## config.mk

```make
export PLATFORM = sky130hd
export DESIGN_NAME = mem_port_arbiter
export DESIGN_NICKNAME = d
export VERILOG_FILES = /design/src/rtl/mem_arb_pkg.sv /design/src/rtl/arb_tag_fifo.sv /design/src/rtl/mem_port_arbiter.sv
export SDC_FILE = /design/constraint.sdc
export NUM_CORES = 1
export LEC_CHECK = 0
export BUFFER_PORTS_ARGS = -buffer_cell sky130_fd_sc_hd__buf_4
export CORE_AREA = 2 2 110 112
export CTS_CLUSTER_SIZE = 16
export DETAILED_ROUTE_END_ITERATION = 12
export DIE_AREA = 0 0 112 114
export SLEW_MARGIN = 20
export SYNTH_ARGS = -nofsm -noshare
export SYNTH_HDL_FRONTEND = slang
export SYNTH_SLANG_ARGS = --single-unit
```

## constraint.sdc

```tcl
create_clock -name clk -period 1.8 [get_ports clk]
set_clock_uncertainty 0.15 [all_clocks]
set_input_delay 0.18 -clock clk [delete_from_list [all_inputs] [get_ports clk]]
set_output_delay 0.18 -clock clk [all_outputs]
set_load 0.03 [all_outputs]
```

## src/rtl/mem_arb_pkg.sv

```systemverilog
// Shared types and sizing helpers for the instruction/data memory port arbiter.
package mem_arb_pkg;

    typedef enum logic {OWN_INSTR = 1'b0, OWN_DATA = 1'b1} owner_e;

    localparam int MAX_OUTSTANDING_DEF = 2;

    function automatic int cnt_w(input int depth);
        return $clog2(depth) + 1;
    endfunction

    localparam int CNT_W = cnt_w(MAX_OUTSTANDING_DEF);

endpackage

```

## src/rtl/arb_tag_fifo.sv

```systemverilog
// In-order owner-tag FIFO recording which port issued each in-flight request.
// DEPTH must be a power of two so the pointers wrap naturally.
module arb_tag_fifo
    import mem_arb_pkg::*;
#(
    parameter int DEPTH = 2,
    parameter int WIDTH = 1,
    localparam int CW   = cnt_w(DEPTH),
    localparam int AW   = $clog2(DEPTH)
) (
    input  logic             clk,
    input  logic             reset_n,
    input  logic             i_push,
    input  logic             i_pop,
    input  logic [WIDTH-1:0] i_push_data,
    output logic [WIDTH-1:0] o_head,
    output logic             o_full,
    output logic             o_empty,
    output logic [CW-1:0]    o_count
);

    logic [WIDTH-1:0] r_mem [DEPTH];
    logic [AW-1:0]    r_wptr;
    logic [AW-1:0]    r_rptr;
    logic [CW-1:0]    r_count;
    logic             w_push;
    logic             w_pop;

    assign o_full  = (r_count == CW'(DEPTH));
    assign o_empty = (r_count == {CW{1'b0}});
    assign o_count = r_count;
    assign o_head  = r_mem[r_rptr];
    assign w_push  = i_push && !o_full;
    assign w_pop   = i_pop && !o_empty;

    // Storage, pointers and occupancy; push and pop together leave the count unchanged.
    always_ff @(posedge clk or negedge reset_n) begin
        if (!reset_n) begin
            for (int i = 0; i < DEPTH; i++) begin
                r_mem[i] <= {WIDTH{1'b0}};
            end
            r_wptr  <= {AW{1'b0}};
            r_rptr  <= {AW{1'b0}};
            r_count <= {CW{1'b0}};
        end else begin
            if (w_push) begin
                r_mem[r_wptr] <= i_push_data;
                r_wptr        <= r_wptr + AW'(1);
            end
            if (w_pop) begin
                r_rptr <= r_rptr + AW'(1);
            end
            case ({w_push, w_pop})
                2'b10:   r_count <= r_count + CW'(1);
                2'b01:   r_count <= r_count - CW'(1);
                default: r_count <= r_count;
            endcase
        end
    end

endmodule

```

## src/rtl/mem_port_arbiter.sv

```systemverilog
// Shares one memory port between instruction fetch and data LSU, routing in-order responses back.
// Optional macro ARB_RR_EN: alternate priority on conflicts; otherwise data always wins.
module mem_port_arbiter
    import mem_arb_pkg::*;
#(
    parameter int ADDR_W          = 32,
    parameter int DATA_W          = 32,
    parameter int MAX_OUTSTANDING = MAX_OUTSTANDING_DEF,
    localparam int BE_W           = DATA_W / 8,
    localparam int CW             = cnt_w(MAX_OUTSTANDING)
) (
    input  logic              clk,
    input  logic              reset_n,
    input  logic              instr_req,
    input  logic [ADDR_W-1:0] instr_addr,
    output logic              instr_gnt,
    output logic              instr_valid,
    output logic [DATA_W-1:0] instr_rdata,
    output logic              instr_err,
    input  logic              data_req,
    input  logic              data_wr,
    input  logic [ADDR_W-1:0] data_addr,
    input  logic [DATA_W-1:0] data_wdata,
    input  logic [BE_W-1:0]   data_be,
    output logic              data_gnt,
    output logic              data_valid,
    output logic [DATA_W-1:0] data_rdata,
    output logic              data_error,
    output logic              mem_req,
    output logic              mem_wr,
    output logic [ADDR_W-1:0] mem_addr,
    output logic [DATA_W-1:0] mem_wdata,
    output logic [BE_W-1:0]   mem_be,
    input  logic              mem_gnt,
    input  logic              mem_rvalid,
    input  logic [DATA_W-1:0] mem_rdata,
    input  logic              mem_err,
    output logic              spurious_rsp
);

    logic          w_sel_data;
    logic          w_push;
    logic          w_pop;
    logic          w_full;
    logic          w_empty;
    logic [0:0]    w_head;
    logic [CW-1:0] w_count;
    logic          r_spurious;

`ifdef ARB_RR_EN
    owner_e r_last;
`endif

    // Port selection: a lone requester always wins; conflicts follow the arbitration policy.
    always_comb begin
        w_sel_data = data_req;
`ifdef ARB_RR_EN
        if (instr_req && data_req) begin
            w_sel_data = (r_last == OWN_INSTR);
        end else begin
            w_sel_data = data_req;
        end
`endif
    end

    // Gating with reset_n keeps every grant low while reset is asserted mid-cycle.
    assign mem_req   = (instr_req || data_req) && !w_full && reset_n;
    assign w_push    = mem_req && mem_gnt;
    assign data_gnt  = w_push && w_sel_data;
    assign instr_gnt = w_push && !w_sel_data;

    assign mem_wr    = w_sel_data ? data_wr    : 1'b0;
    assign mem_addr  = w_sel_data ? data_addr  : instr_addr;
    assign mem_wdata = w_sel_data ? data_wdata : {DATA_W{1'b0}};
    assign mem_be    = w_sel_data ? data_be    : {BE_W{1'b1}};

    assign w_pop       = mem_rvalid && !w_empty;
    assign instr_valid = w_pop && (owner_e'(w_head) == OWN_INSTR);
    assign data_valid  = w_pop && (owner_e'(w_head) == OWN_DATA);
    assign instr_rdata = mem_rdata;
    assign data_rdata  = mem_rdata;
    assign instr_err   = mem_err;
    assign data_error  = mem_err;
    assign spurious_rsp = r_spurious;

    arb_tag_fifo #(
        .DEPTH (MAX_OUTSTANDING),
        .WIDTH (1)
    ) u_fifo (
        .clk         (clk),
        .reset_n     (reset_n),
        .i_push      (w_push),
        .i_pop       (w_pop),
        .i_push_data (w_sel_data ? 1'(OWN_DATA) : 1'(OWN_INSTR)),
        .o_head      (w_head),
        .o_full      (w_full),
        .o_empty     (w_empty),
        .o_count     (w_count)
    );

    // Sticky flag for a response arriving with nothing outstanding.
    always_ff @(posedge clk or negedge reset_n) begin
        if (!reset_n) begin
            r_spurious <= 1'b0;
        end else begin
            r_spurious <= r_spurious || (mem_rvalid && (w_count == {CW{1'b0}}));
        end
    end

`ifdef ARB_RR_EN
    // Last-winner pointer moves only when a conflict is actually granted.
    always_ff @(posedge clk or negedge reset_n) begin
        if (!reset_n) begin
            r_last <= OWN_INSTR;
        end else if (instr_req && data_req && w_push) begin
            r_last <= w_sel_data ? OWN_DATA : OWN_INSTR;
        end else begin
            r_last <= r_last;
        end
    end
`endif

endmodule

```

==> out/metrics.yaml, run 1 <==
status: "finished, final reports clean"
place_hpwl_um: 5323
yosys.area_share.simple_pct: 21.43
clock-sinks: 7
max-clock-path-buffers: 2
drtIter0Drc: 29
worstSetupEndpointType: "output pin"
instances_no_fill: 441
ioPinCount: 281
dpl.cell_count: 436
startpoint_type: "flip-flop"
r2r_start: "u_fifo.o_count[1]"
die_area_um2: 12770
dp_slack_ps: 63.81
synth.avg_cell_area_um2: 8.573
rsz0062_at_grt: "no"
nets: 436
peakVddDrop_uv: 584.7
r2r_end: "u_fifo.o_count[1]"
firstDrtPassIters: 4
drt_wl_total_um: 6215
htree_levels: 1
drive_gt1_share_pct: 80.27
io_buffers: 181
slew_viol_final: 0
grt_pass1_wl_um: 8625
max_freq_mhz: 576.5
initial_core_util_pct: 12.81
synth.most_common_cell: "buf_4"
synth_seq_area_share_pct: 11.68
hp-class: "in -> reg"
power_mw: 1.854
ant_nets: 0
period_share_pct: 96.37
final.setup.worst_slack_ps: 65.27
critPathMaxFanout: 3
tritoncts: "built"
rr_worst_depth: 6
yosysTopAreaCell: "buf_4"
post-route-util_pct: 23.17
tightest_slew_ps: 356.6
synth-xor-area-share_pct: 3.420
path_clk_slew_ps: 40
ys_types: 24
fp.dieW_um: 112
async_flop_share_pct: 100.0
synthMuxAreaShare_pct: 26.19
drcViolationCount: 0
p_per_area_nw_per_um2: 683.1
fill_cells: 1263
dominantRegCellSynth: "dfrtp_1"
whs_ps: 28.08
synth.ff_latch_count: 7
cts_buffers: 3
hold_viol_final: 0
synth_top_cell_area_share_pct: 33.03
synth_compound_area_share_pct: 0.8340
gp_congestion: 0.7070
power_leakage_nw: 1.360
min_from: "mem_rvalid"
yosys-top-cells-area: "buf_4 (33%), mux2_2 (26%), and2_1 (14%), dfrtp_1 (12%), xnor2_1 (1.8%)"
row_count: 40
fin_area_um2: 2714
ys_top_cells_by_count: "buf_4 (66), mux2_2 (34), and2_1 (33)"
root_buffer: "clkbuf_16"
synth_edf_count: 0
worst_slew_margin_rel_pct: 76.15
cap_violations: 0
grt_pass1_vias: 1635
post_dp_cell_area_um2: 2582
track_usage_pct: 8.722
die_h_um: 114
coreArea_um2: 11710
grt_overflow: 0
setup_viol: 0
min_period_ps: 1735
syn-num-nets: 316
viasPerCell: 3.562
r2r_slack_ps: 70
syn_inst: 175
area_growth_pct: 80.90
synth_adder_area_share_pct: 0.8340
min_to: "spurious_rsp"
crit_arrival_ps: 1400
crit_type: "reg -> out"
vias: 1571
antenna_found_initial: 0
diodes: 0
synth_area_um2: 1500
wire_per_inst_um: 14.09
crit_required_ps: 1470
yosysWarnings: 0
worst_hold_path.num_cells: 2
finalSetupTns_ps: 0
clock_latency_ps: 230
postCtsSetupBuffers: 0
grt_start_max_net_pins: 74
synth_top_family_by_area: "buffers and inverters"
==> cells in the final DEF (no fill, tap or decap) <==
master         Yosys  final
xor2_1             1      1
nand2_1            1      1
inv_1              1      1
buf_6              0      3
nand2b_1           4      4
nor3b_4            0      1
dlygate4sd3_1      0      1
and2_1            33     33
ha_2               0      1
and3_4             0      1
nor4_2             1      1
clkbuf_16          0      3
xnor2_1            3      2
clkbuf_1           4      1
dfrtp_1            7      7
or3_4              1      1
nor2b_1            1      1
a21o_1             1      1
nor2_1             5      3
buf_4             66    184
nor4b_2            1      1
buf_12             0      1
nor2b_4            0      1
o21ai_0            1      1
xnor2_2            1      2
nor2_2             0      2
mux2_2            34     34
mux2i_1            1      1
==> how the worst max path moves through the flow <==
stage,from,endpoint,slack [ps],cells after the start
2_1_floorplan,u_fifo.o_count[1],data_gnt,20,3
3_3_place_gp,u_fifo.o_count[1],u_fifo.o_count[1],90,5
3_5_place_dp,u_fifo.o_count[1],u_fifo.o_count[1],60,5
4_1_cts,u_fifo.o_count[1],instr_gnt,4,4
5_1_grt,u_fifo.o_count[1],u_fifo.o_count[1],20,6
6_report,u_fifo.o_count[1],instr_gnt,70,4
==> worst max-delay path, stage by stage, from the launching register on <==
cell     delay [ps]
dfrtp_1         370
nor2b_4         140
or3_4           400
nor2_2          120
buf_6           140
==> per-layer routing <==
metal	part of all wire (%)	global-route usage, %	up-vias	wire length (um)
li1	-	-	734	-
met1	34	9.384	655	2130
met3	20	5.526	12	1217
met2	45	14.30	170	2801
met5	0	0	-	0
met4	1.0	2.520	0	65
==> flip-flops by register name, summed over array words and instances, names as in the netlist <==
signal,flops
u_fifo.o_count,2
u_fifo.r_rptr,1
spurious_rsp,1
u_fifo.r_wptr,1
u_fifo.r_mem,2
==> cells by family after synthesis <==
family          count (synthesis)
compound gates                  2
xor+xnor                        5
fa+ha+maj                       1
buf+inv                        75
flops                           7
mux                            35
simple gates                   50
==> area by class of cell <==
| cell class | instances | area (um^2) | area share [%] |
|---|---|---|---|
| multi-input cells | 93 | 827.0 | 30.47 |
| inverters | 1 | 3.754 | 0.1383 |
| well taps | 147 | 183.9 | 6.777 |
| clock buffers | 4 | 78.83 | 2.905 |
| flip-flops and latches | 7 | 175.2 | 6.455 |
| repair buffers | 189 | 1445 | 53.25 |
==> repair_timing <==
item | in CTS | in global routing
hold endpoints to repair | 7 | 0
gates resized for setup | 0 | 10
endpoints found under the setup margin | 0 | 3
hold buffers | 1 | 0
==> power breakdown <==
group / switching, mW / internal (mW)
sequential: 0.0590 / 0.231
clock: 0.0841 / 0.295
combinational: 0.572 / 0.613
Note: power is estimated with default switching activity, not from simulation.
==> run 2: changes to the inputs <==
--- a/config.mk
+++ b/config.mk
@@ -5,11 +5,11 @@
 export SDC_FILE = /design/constraint.sdc
 export NUM_CORES = 1
 export LEC_CHECK = 0
+export ABC_AREA = 1
 export BUFFER_PORTS_ARGS = -buffer_cell sky130_fd_sc_hd__buf_4
-export CORE_AREA = 2 2 110 112
-export CTS_CLUSTER_SIZE = 16
+export CORE_AREA = 2 2 109 111
 export DETAILED_ROUTE_END_ITERATION = 12
-export DIE_AREA = 0 0 112 114
+export DIE_AREA = 0 0 111 113
 export SLEW_MARGIN = 20
 export SYNTH_ARGS = -nofsm -noshare
 export SYNTH_HDL_FRONTEND = slang
==> out/metrics.yaml, run 2 <==
status: "finished, final reports clean"
crit_slowest_cell: "dfrtp_1"
critPathMaxFanout: 4
hp-class: "in -> reg"
synth_seq_area_share_pct: 10.78
wire_per_inst_um: 11.21
setup_viol: 0
worstSetupEndpointType: "flip-flop"
hold_viol_final: 0
tritoncts: "built"
grt_start_max_net_pins: 64
crit_arrival_ps: 1680
dp_slack_ps: 3.014
drtIter0Drc: 33
drcViolationCount: 0
crit_type: "reg -> reg"
crit_chain: "nand2_4 -> nand2_4 -> nor2_8 -> nand2_4 -> ha_1 -> a21oi_1 -> o21ai_1 -> xor2_1"
rsz0062_at_grt: "no"
synth_area_um2: 1625
synth.avg_cell_area_um2: 5.683
fill_cells: 1244
period_share_pct: 95.39
diodes: 0
tightest_slew_ps: 472.0
row_count: 39
grt_pass1_vias: 1964
yosysWarnings: 0
crit_top_cell: "nand2_4"
layout_common_cells: "buf_4 (184), nand2_1 (135), inv_1 (28)"
synth_edf_count: 0
dominantRegCellSynth: "dfrtp_1"
whs_ps: 68.62
cts_buffers: 3
gp_congestion: 0.8123
ant_nets: 0
min_from: "mem_rvalid"
grt_pass1_wl_um: 9315
ioPinCount: 281
synth_top_cell_area_share_pct: 31.87
nets: 541
power_leakage_nw: 1.776
vias: 1992
drive_gt1_share_pct: 53.63
yosysTopAreaCell: "buf_4"
finalSetupTns_ps: 0
ys_top_cells_by_count: "nand2_1 (135), buf_4 (69), inv_1 (29)"
firstDrtPassIters: 4
syn_inst: 286
post-route-util_pct: 24.22
track_usage_pct: 8.946
async_flop_share_pct: 100.0
wl_met1_um: 2110
grt_overflow: 0
die_area_um2: 12540
coreArea_um2: 11270
wl_met2_um: 2945
htree_levels: 1
layout_commonest_cell: "buf_4"
startpoint_type: "flip-flop"
worst_slew_margin_rel_pct: 68.49
startpoint: "u_fifo.o_count[1]"
initial_core_util_pct: 14.42
synth.ff_latch_count: 7
slew_viol_final: 0
top_layer_used: "met4"
viasPerCell: 3.675
min_period_ps: 1717
die_h_um: 113
clock-sinks: 7
path_clk_slew_ps: 40
drt_wl_total_um: 6076
yosys-top-cells-area: "buf_4 (32%), nand2_1 (31%), dfrtp_1 (11%), inv_1 (6.7%), nor2_8 (2.5%)"
met3_length_um: 755
root_buffer: "clkbuf_16"
power_mw: 1.785
io_buffers: 181
max-clock-path-buffers: 2
ys_types: 22
p_per_area_nw_per_um2: 653.9
r2r_start: "u_fifo.o_count[1]"
synth.most_common_cell: "nand2_1"
place_hpwl_um: 5183
peakVddDrop_uv: 297.5
final.setup.worst_slack_ps: 83.06
crit_required_ps: 1760
max_freq_mhz: 582.4
antenna_found_initial: 0
fp.dieW_um: 111
cap_violations: 0
clock_latency_ps: 230
slowest_delay_ps: 410
area_growth_pct: 67.98
syn-num-nets: 427
[run 2: critical path: cells and delay by family (launching register included)]
kind                       cells  cell delay [ps]
xor gates and xnor gates       1              150
and+or+nand+nor                4              350
adders and majority gates      1              310
AOI/OAI and AO/OA              2              220
DFF                            1              410
[run 2: power breakdown]
| part | internal [mW] | total [mW] | switching [mW] | leakage (nW) |
|---|---|---|---|---|
| combinational | 0.484 | 1.11 | 0.623 | 1.66 |
| sequential | 0.230 | 0.290 | 0.0606 | 0.0809 |
| clock | 0.295 | 0.387 | 0.0918 | 0.0382 |
[run 2: layer usage]
| metal | up-vias | track usage (%) |
|---|---|---|
| met2 | 150 | 15.46 |
| li1 | 985 | - |
| met1 | 820 | 9.593 |
| met4 | 0 | 4.833 |
| met5 | - | 0 |
| met3 | 37 | 3.214 |
[run 2: final timing paths]
check | depth (start not counted) | slack, ps | endpoint
max | 8 | 80 | u_fifo.o_count[1]
min | 2 | 70 | spurious_rsp
max reg2reg | 8 | 80 | u_fifo.o_count[1]
min reg2reg | 2 | 330 | u_fifo.r_mem[0]
max in group asynchronous | 2 | 980 | spurious_rsp
min in group asynchronous | 2 | 270 | u_fifo.o_count[1]
[run 2: cell type report]
type / count / area (um^2) / area share, %
multi-input combinational: 163 / 739.5 / 27.09
sequential: 7 / 175.2 / 6.416
inverter: 39 / 146.4 / 5.362
timing repair buffer: 186 / 1411 / 51.70
clock buffer: 4 / 78.83 / 2.887
tap: 143 / 178.9 / 6.554
[run 2: repair_timing]
action / CTS / global route
endpoints found under the setup margin: 1 / 1
resized for setup: 0 / 2
hold endpoints to repair: 7 / 0
hold buffers: 1 / 0
setup buffers: 1 / 0
[run 2: kinds of logic (layout without fill, tap and decap cells)]
family / count (synthesis) / in the layout / synth area share, %
AOI/OAI and AO/OA: 3 / 3 / 1.154
xor gates and xnor gates: 3 / 3 / 1.617
and+or+nand+nor: 155 / 155 / 41.34
adders and majority gates: 1 / 1 / 0.7697
DFF: 7 / 7 / 10.78
muxes: 1 / 1 / 0.6159
buffers and inverters: 116 / 229 / 43.73
[run 2: through the flow]
stage	cell area (um^2)	std cells
6_report	2730	542
3_5_place_dp	2634	536
3_3_place_gp	2634	536
4_1_cts	2730	542
2_1_floorplan	1625	286
5_1_grt	2730	542
==> run 3: changes to the inputs <==
--- a/config.mk
+++ b/config.mk
@@ -7,9 +7,12 @@
 export LEC_CHECK = 0
 export ABC_AREA = 1
 export BUFFER_PORTS_ARGS = -buffer_cell sky130_fd_sc_hd__buf_4
-export CORE_AREA = 2 2 109 111
+export CELL_PAD_IN_SITES_DETAIL_PLACEMENT = 0
+export CELL_PAD_IN_SITES_GLOBAL_PLACEMENT = 1
+export CORE_MARGIN = 2
+export CORE_UTILIZATION = 13
 export DETAILED_ROUTE_END_ITERATION = 12
-export DIE_AREA = 0 0 111 113
+export PLACE_DENSITY_LB_ADDON = 0.1
 export SLEW_MARGIN = 20
 export SYNTH_ARGS = -nofsm -noshare
 export SYNTH_HDL_FRONTEND = slang
==> out/metrics.yaml, run 3 (synthesis gave the netlist of run 2 again) <==
r2r_start: "u_fifo.o_count[1]"
layout_common_cells: "buf_4 (184), nand2_1 (135), inv_1 (29)"
multi_input_area_um2: 753.2
worstSetupEndpointType: "flip-flop"
status: "finished, final reports clean"
place_hpwl_um: 4792
peakVddDrop_uv: 239.6
finalSetupTns_ps: 0
ioPinCount: 281
gp_congestion: 0.6724
crit_type: "reg -> reg"
io_buffers: 181
min_to: "spurious_rsp"
root_buffer: "clkbuf_16"
row_count: 40
power_switching_mw: 0.7546
r2r_end: "u_fifo.o_count[1]"
grt_overflow: 0
diodes: 0
fill_cells: 1416
grt_pass1_wl_um: 7700
rsz0062_at_grt: "no"
pwr-share-clk_pct: 21.3
rr_worst_depth: 8
die_area_um2: 13410
viasPerCell: 3.383
htree_levels: 1
drcViolationCount: 0
die_h_um: 115.8
cap_violations: 0
drive_gt1_share_pct: 53.96
crit_chain: "inv_1 -> nand2_1 -> nand2_1 -> inv_1 -> ha_1 -> a21oi_2 -> o21ai_1 -> xor2_1"
period_share_pct: 93.59
path_clk_slew_ps: 40
slowest_delay_ps: 400
cts_buffers: 3
pwr-share-seq_pct: 15.9
comb_power_share_pct: 62.8
min_from: "mem_rvalid"
drtIter0Drc: 39
tritoncts: "built"
worst_slew_margin_rel_pct: 78.17
final.setup.worst_slack_ps: 115.3
r2r_slack_ps: 120
post_dp_cell_area_um2: 2715
dp_slack_ps: 97.42
antenna_found_initial: 0
tightest_slew_ps: 326.9
fp.dieW_um: 115.8
setup_viol: 0
wire_per_inst_um: 9.977
clock-sinks: 7
firstDrtPassIters: 4
final-seq-area_um2: 175.2
max-clock-path-buffers: 2
postCtsSetupBuffers: 0
hp-class: "in -> reg"
drt_wl_total_um: 5707
worst_hold_path.num_cells: 2
clock_latency_ps: 230
critPathMaxFanout: 3
hold_viol_final: 0
slew_viol_final: 0
crit_required_ps: 1760
area_growth_pct: 74.83
p_per_area_nw_per_um2: 629.2
fin_area_um2: 2841
netSwitchingFraction_pct: 42.21
initial_core_util_pct: 13.42
grt_start_max_net_pins: 60
min_period_ps: 1685
startpoint_type: "flip-flop"
crit_arrival_ps: 1640
instances_no_fill: 572
grt_util_met2_pct: 13.10
grt_pass1_vias: 1666
coreArea_um2: 12110
track_usage_pct: 7.305
layout_commonest_cell: "buf_4"
grt_use_met3_pct: 2.510
ant_nets: 0
grt_util_met1_pct: 7.457
dpl.cell_count: 566
grt.busiest_layer: "met2"
max_freq_mhz: 593.6
nets: 546
crit_slowest_cell: "dfrtp_1"
power_leakage_nw: 1.818
internal_power_mw: 1.033
vias: 1935
[run 3: final cells by class]
type	instances	share of cell area (%)
Timing Repair Buffer	191	52.00
Multi-Input combinational cell	163	26.51
Tap cell	168	7.398
Sequential cell	7	6.165
Inverter	39	5.152
Clock buffer	4	2.774
[run 3: how the worst max path moves through the flow]
stage                 startpoint                 to  slack (ps)  cells past startpoint
2_1_floorplan  u_fifo.o_count[0]  u_fifo.o_count[1]          50                      9
3_3_place_gp   u_fifo.o_count[1]  u_fifo.o_count[1]          80                      8
3_5_place_dp   u_fifo.o_count[1]  u_fifo.o_count[1]         100                      8
4_1_cts                  reset_n           data_gnt          50                      8
5_1_grt                  reset_n    u_fifo.r_mem[1]         0.4                      9
6_report       u_fifo.o_count[1]  u_fifo.o_count[1]         120                      8
[run 3: per-layer routing]
metal,vias up,part of all wire [%]
li1,993,-
met1,803,32
met2,117,51
met3,22,13
met4,0,3.2
met5,-,0
[run 3: power by group through the flow]
stage               Sequential (mW)  Clock, mW  Combinational [mW]
floorplan                     0.283          0               0.904
global placement              0.289          0                1.12
detailed placement            0.287          0                1.12
CTS                           0.286      0.393                1.12
global route                  0.292      0.404                1.23
finish                        0.284      0.380                1.12
[run 3: what timing repair did]
item,in CTS,in global routing
setup endpoints to repair,0,3
resized for setup,0,8
hold buffers,1,1
hold endpoints to repair,7,7
[run 3: stage by stage]
step,hold slack (ps),power (mW),utilization (%)
global route,65.13,1.923,23.46
detailed placement,-19.51,1.404,22.42
CTS,54.06,1.801,23.15
finish,55.66,1.788,23.46
floorplan,-265.6,1.187,-
global placement,-15.18,1.410,22.42
[run 3: critical path: cells and delay by family (launching register included)]
family | cells | cell delay [ps]
compound gates | 2 | 190
xor+xnor | 1 | 140
fa+ha+maj | 1 | 340
buf+inv | 2 | 190
flops | 1 | 400
simple gates | 2 | 160
